==> src/rtl/async_fifo_read_stream.sv <==
// async_fifo_read_stream: drains the read side of an async FIFO into a valid/ready stream.
// A 2-entry skid buffer absorbs the FIFO's one-cycle read latency. Pops are issued on a
// credit basis, so a word is requested only when a buffer slot will be free for it.
module async_fifo_read_stream #(
   parameter int unsigned BITS     = 32,
   parameter int unsigned CNT_BITS = 16
) (
   input  logic                read_clk,
   input  logic                read_rst_n,
   input  logic                p_enable,
   input  logic                p_flush,
   output logic                p_fifo_read_en,
   input  logic                p_fifo_read_empty,
   input  logic [BITS-1:0]     p_fifo_read_data,
   output logic                p_out_valid,
   input  logic                p_out_ready,
   output logic [BITS-1:0]     p_out_data,
   output logic [CNT_BITS-1:0] p_count,
   output logic                p_idle
);

   logic [1:0]          r_occ;
   logic                r_inflight;
   logic [BITS-1:0]     r_mem [2];
   logic                r_head;
   logic                r_tail;
   logic [CNT_BITS-1:0] r_count;

   logic [1:0]          w_occ_d;
   logic [2:0]          w_pending;
   logic                w_fire;
   logic                w_pop;
   logic                w_capture;

   // Outputs come straight from registers; valid means the buffer holds a word.
   assign p_out_valid = (r_occ != 2'd0);
   assign p_out_data  = r_mem[r_head];
   assign p_count     = r_count;
   assign p_idle      = (r_occ == 2'd0) && !r_inflight;

   // Handshake decode and credit-based pop issue. A word leaving this cycle frees a slot,
   // hence the ready-to-read_en combinational path. Read enable is held low during reset.
   always_comb begin
      w_fire         = p_out_valid && p_out_ready && !p_flush;
      w_pending      = {1'b0, r_occ} + {2'b00, r_inflight};
      p_fifo_read_en = read_rst_n && p_enable && !p_flush && !p_fifo_read_empty &&
                       (w_pending < (3'd2 + {2'b00, w_fire}));
      w_pop          = p_fifo_read_en && !p_fifo_read_empty;
      // Flush discards the word currently on the FIFO data bus.
      w_capture      = r_inflight && !p_flush;
   end

   // Next buffer occupancy: capture adds, fire removes, flush empties.
   always_comb begin
      w_occ_d = r_occ;
      if (p_flush) begin
         w_occ_d = 2'd0;
      end else if (w_capture && !w_fire) begin
         w_occ_d = r_occ + 2'd1;
      end else if (!w_capture && w_fire) begin
         w_occ_d = r_occ - 2'd1;
      end
   end

   // Occupancy, in-flight flag and head/tail pointers.
   always_ff @(posedge read_clk or negedge read_rst_n) begin
      if (!read_rst_n) begin
         r_occ      <= 2'd0;
         r_inflight <= 1'b0;
         r_head     <= 1'b0;
         r_tail     <= 1'b0;
      end else begin
         r_occ      <= w_occ_d;
         r_inflight <= w_pop;
         if (p_flush) begin
            r_head <= 1'b0;
            r_tail <= 1'b0;
         end else begin
            if (w_capture) begin
               r_tail <= ~r_tail;
            end
            if (w_fire) begin
               r_head <= ~r_head;
            end
         end
      end
   end

   // Buffer storage: the in-flight word is written to the tail slot.
   always_ff @(posedge read_clk or negedge read_rst_n) begin
      if (!read_rst_n) begin
         r_mem[0] <= '0;
         r_mem[1] <= '0;
      end else if (w_capture) begin
         r_mem[r_tail] <= p_fifo_read_data;
      end
   end

   // Delivered-word counter, wrapping naturally at its width.
   always_ff @(posedge read_clk or negedge read_rst_n) begin
      if (!read_rst_n) begin
         r_count <= '0;
      end else if (w_fire) begin
         r_count <= r_count + 1'b1;
      end
   end

endmodule

==> config.mk <==
export PLATFORM = sky130hd
export DESIGN_NAME = async_fifo_read_stream
export DESIGN_NICKNAME = d
export VERILOG_FILES = /design/src/rtl/async_fifo_read_stream.sv
export SDC_FILE = /design/constraint.sdc
export NUM_CORES = 1
export LEC_CHECK = 0
export ABC_AREA = 1
export ABC_CLOCK_PERIOD_IN_PS = 1300
export BUFFER_PORTS_ARGS = -buffer_cell sky130_fd_sc_hd__buf_2
export CAP_MARGIN = 20
export CORE_ASPECT_RATIO = 1.2
export CORE_MARGIN = 1
export CORE_UTILIZATION = 45
export CTS_CLUSTER_DIAMETER = 150
export DETAILED_ROUTE_END_ITERATION = 8
export GPL_ROUTABILITY_DRIVEN = 1
export PLACE_DENSITY = 0.81
export SLEW_MARGIN = 20
export SYNTH_ARGS = -nofsm -noshare
export SYNTH_HDL_FRONTEND = slang
export SYNTH_SLANG_ARGS = --single-unit
==> constraint.sdc <==
create_clock -name read_clk -period 1.3 [get_ports read_clk]
set_input_delay 0.13 -clock read_clk [delete_from_list [all_inputs] [get_ports read_clk]]
set_output_delay 0.13 -clock read_clk [all_outputs]
set_load 0.01 [all_outputs]
; ---- After elaboration in Yosys (flattened, before gate mapping)
; Index checks and enable logic that the tools add are counted.
[totals]
word_cells = 55
input_bits = 38
output_inout_bits = 51
ff_bits = 85
[op_classes]
order_cmp = 4
muxes = 13
add_sub_neg = 5
n_reduce_logical = 22
n_bitwise = 4
[ops]
columns = operator, n
row1 = 32-bit two-way mux, 4
row2 = 64-bit bitwise mux, 1
row3 = 32-bit demux with 1-bit select, 1
row4 = "16-bit by 1-bit adder with 16-bit output, second input constant", 1
row5 = 1-bit logical AND, 12
row6 = 2-bit two-way mux, 3
row7 = 2-bit nonzero test, 3
row8 = 1-bit zero test, 5
row9 = "2-bit greater-or-equal comparator, second input constant", 2
row10 = 1-bit two-way mux, 4
row11 = 1-bit inverter with 2-bit output, 2
row12 = 2-bit by 1-bit adder with 3-bit output, 1
row13 = "2-bit by 1-bit adder with 3-bit output, first input constant", 1
row14 = 3-bit less-than comparator, 1
row15 = 3-bit nonzero test, 1
row16 = "2-bit by 1-bit adder with 2-bit output, second input constant", 1
row17 = 2-bit zero test, 1
row18 = "2-bit by 1-bit less-than comparator with 1-bit output, second input constant", 1
row19 = 1-bit inverter, 2
row20 = "2-bit by 1-bit subtractor with 2-bit output, second input constant", 1

; ---- Longest topological paths before layout
[depth]
depth_word = 7
depth_mapped = 9

; ---- Least setup slack after synthesis
; Ideal clock, no wire load.
[synth_timing]
kind = register -> output
startpoint = reg r_occ[0]
endpoint = out p_fifo_read_en
slack_ns = -0.091
stages_incl_launch_ff = 6
arrival_ns = 1.261
path_buffers = 0
path_cell_list = dfrtp_1 -> ha_1 -> ha_1 -> nor3b_1 -> nand3_1 -> a21oi_1
[synth_via]
elab_chain_len = 6
elab_cells_between_ends = 7
[synth_lines]
columns = item, line
row1 = start: declaration, 22  ; logic [1:0] r_occ;
row2 = start signal: assignment, 73  ; r_occ <= w_occ_d;
row3 = 2-bit nonzero test, 36  ; assign p_out_valid = (r_occ != 2'd0);
row4 = 1-bit logical AND (2 in series), 44  ; w_fire = p_out_valid && p_out_ready && !p_flush;
row5 = 2-bit by 1-bit adder with 3-bit output, 47  ; (w_pending < (3'd2 + {2'b00, w_fire}));
row6 = 3-bit less-than comparator *, 47
row7 = 1-bit logical AND *, 46  ; p_fifo_read_en = read_rst_n && p_enable && !p_flush && !p_fifo_read_empty &&
row8 = end: declaration, 12  ; output logic p_fifo_read_en,
; Mark *: on every way between the ends. The rest lies on a longest branch, timed or not.

; ---- Final worst setup path
; Same ends and word-level chain as after synthesis.

==> metrics.md <==
| Metric | Value |
|---|---|
| Critical path type | reg -> out |
| Rel. slew slack | approximately 69% |
| Status | finished with violations |
| CTS buffer count | 9 |
| Worst min path class | in -> reg |
| Primary FF master, synth | dfrtp_1 |
| # setup viols final | 96 |
| First-pass GRT wire length | about 16000 um |
| Ranking of synthesized cells by area | dfrtp_1 54%, nand2_1 20%, o21ai_0 5.9% |
| EDFF count, synth | 0 |
| Number of DRC markers in iteration 0 | 243 |
| Clk sinks | 85 |
| Detailed placer's ending HPWL | 5903 um |
| Final Hold Viols | 0 |
| Mapped Area | between 0.003 and 0.004 mm2 |
| Worst-margin pin slew | about 460 ps |
| Reg clk slew, reported paths | roughly 90 ps |
| Psw | about 3.5 mW |
| WP data required | 1170 ps |
| Distinct cells, synth | 27 |
| Antenna cells | 0 |
| Grt total ovfl | 0 |
| Top-area cell type share of the netlist area | a little over half |
| Routed Antenna Nets | 0 |
| Biggest area consumer among synthesized cells | dfrtp_1 |
| Gr busiest metal | met2 |
| Net Sw Frac | between 30% and 40% |
| Final worst setup slack | -428.4 ps |
| Max Fclk | about 580 MHz |
| Initial antenna violation count | 0 |
| FP Rows | 37 |
| GRT met3 Usage | between 3 and 4% |
| Leak | roughly 3.2 nW |
| Synth Register Bits | between 80 and 90 |
| Final min period | roughly 1700 ps |
| Clock share of power | between 15 and 20% |
| Pwr dens | between 1500 and 2000 mW/mm2 |
| Comb power frac | 41.3% |
| GRT Util Overall | 22.61% |
| Die Area | 0.009204 mm2 |
| Non-filler cells in the finished layout | roughly 750 |
| Failing checks | setup timing |
| Placed Cells | approximately 700 |
| Peak supply drop | between 1 and 1.5 mV |
| Synth warn | 0 |
| Die width | ~88 um |
| Cells after Synth | a little under 500 |
| Routed len/inst | ~17 um |
| CTS tree | done |
| Initial core utilization | about 46% |
| Final #Nets | about 670 |
| # port buffers | between 80 and 90 |
| DR vias | 3971 |
| Bufs on Longest Clock Path | 2 |
| Tcrit/Tclk final | 133.0% |
| Area Overhead vs Synth | 53.45% |
| CP Data Arrival Time | 1600 ps |
| Total Routed Length | approximately 13000 um |
| H-tree Lvls | 3 |
| Fill cell count | 595 |
| First-pass DRT Iterations | 5 |
| Worst Hold Depth | 3 |
| RePlAce Congestion | 0.8502 |
| Io pins | just under 90 |
| CP Launch Type | flip-flop |
| Syn avg cell area | 8.020 um2 |
| Synth async-reset ratio | 100.0% |
| DRC violations left | 0 |
| Crit path max fanout | 2 |
| Share of cells above drive strength 1 | about two fifths |
| Register-to-Register Path Depth | 8 |
| Met1 usage | a little over a quarter |
| RSZ-0062 raised after global routing | true |
| Clock Skews | around 11 ps |
| Most common cell in the netlist | nand2_1 |
| Final setup TNS | -11120 ps |
| Clk root buf | clkbuf_8 |
| Syn Nets | roughly 540 |
| Synth top cells by count | 207 x nand2_1, 85 x dfrtp_1, 47 x inv_1, 47 x o21ai_0, 23 x o21ai_1 |
| Seq/Total Area, Yosys | 53.58% |
| Via-to-Cell Ratio | around 5.3 |
| Largest net degree at the start of global routing | 86 |
| Die Ht | approximately 100 um |
| GR Util met2 | between 30% and 40% |
| CP endpoint kind | output port |
| Core area | 0.008564 mm2 |
| Final slew viol count | 0 |
| Worst-Skew Late Latency | 360 ps |
| Vias in the first global route | between 3000 and 4000 |
| Maxcap violations | 0 |
| Sequential Power Share | around two fifths |
| Cell Int Power | a little under 6 mW |
## routing by layer
metal	share of wire (%)	vias to the layer above
met2	53	201
met5	0	-
met1	37	1909
met4	3.3	0
met3	6.7	44
li1	-	1817
## state kept, by name, indices dropped and copies added (netlist names)
signal,count
r_occ,2
r_head,1
p_count,16
r_mem,64
r_tail,1
r_inflight,1
## power by group through the flow
stage | clock network [mW] | logic [mW] | registers [mW]
final | 1.70 | 3.90 | 3.85
after global placement | 0 | 2.41 | 3.60
after CTS | 1.72 | 3.32 | 3.68
after floorplan | 0 | 1.43 | 3.61
after detailed placement | 0 | 2.49 | 3.64
after global routing | 1.83 | 4.24 | 3.90
## worst max-delay path, stage by stage (launching register included)
cell and delay (ps):
dfrtp_1 390, ha_2 200, ha_4 150, nor3b_2 140, nand3_1 120, a21oi_2 120, buf_2 130
## cells in the final DEF (no fill, tap or decap), drive strengths merged
cell and n:
a21oi 3, and2 1, buf 130, clkbuf 21, clkinv 3, clkinvlp 2
dfrtp 85, dlygate4sd3 1, ha 3, inv 52, nand2 214, nand3 12
nand3b 3, nand4 6, nor2 19, nor3 1, nor3b 1, o21ai 70
or2 1, xnor2 3, xor2 4
## per-stage QoR
stage / power, mW / instance area [um2] / util, % / worst slack [ps] / hold WS, ps
floorplan: 5.041 / 3998 / - / -7.733 / -165.6
global placement: 6.010 / 4669 / 54.52 / -64.23 / 229.5
detailed placement: 6.135 / 4669 / 54.52 / -91.93 / 234.8
CTS: 8.718 / 5379 / 62.81 / -449.6 / 8.976
global route: 9.966 / 6092 / 71.13 / -529.4 / 21.12
finish: 9.460 / 6092 / 71.13 / -428.4 / 17.83
## cells by family after synthesis
| family | synth area share (%) |
|---|---|
| compound gates | 9.203 |
| buf+inv | 7.785 |
| xor+xnor | 1.544 |
| fa+ha+maj | 0.9456 |
| flops | 53.58 |
| simple gates | 26.95 |
## area by class of cell
type | instances | area [um2] | area share [%]
tap | 117 | 146.4 | 2.403
clock buffer | 10 | 127.6 | 2.095
clock inverter | 6 | 46.29 | 0.7599
inverter | 51 | 201.4 | 3.307
sequential | 85 | 2136 | 35.06
timing repair buffer | 142 | 1471 | 24.15
multi-input combinational | 341 | 1963 | 32.22
## path summary, 6_finish.rpt
kind                                           start        endpoint  slack (ps)
worst max-delay path                        r_occ[0]  p_fifo_read_en        -430
worst min-delay path            p_fifo_read_data[20]       r_mem[52]          20
worst max register to register            r_inflight       r_mem[62]        -230
worst min register to register             r_mem[26]       r_mem[26]         500
max in group asynchronous                 read_rst_n      p_count[8]         460
min in group asynchronous                 read_rst_n       r_mem[40]         410
## what timing repair did
item	CTS	global route
setup buffers	10	5
gates cloned	7	21
endpoints found under the setup margin	40	117
pin swaps	16	16
gates resized for setup	77	106
hold buffers	1	0
hold endpoints to repair	85	0
Power figures use the tool's default switching activity.
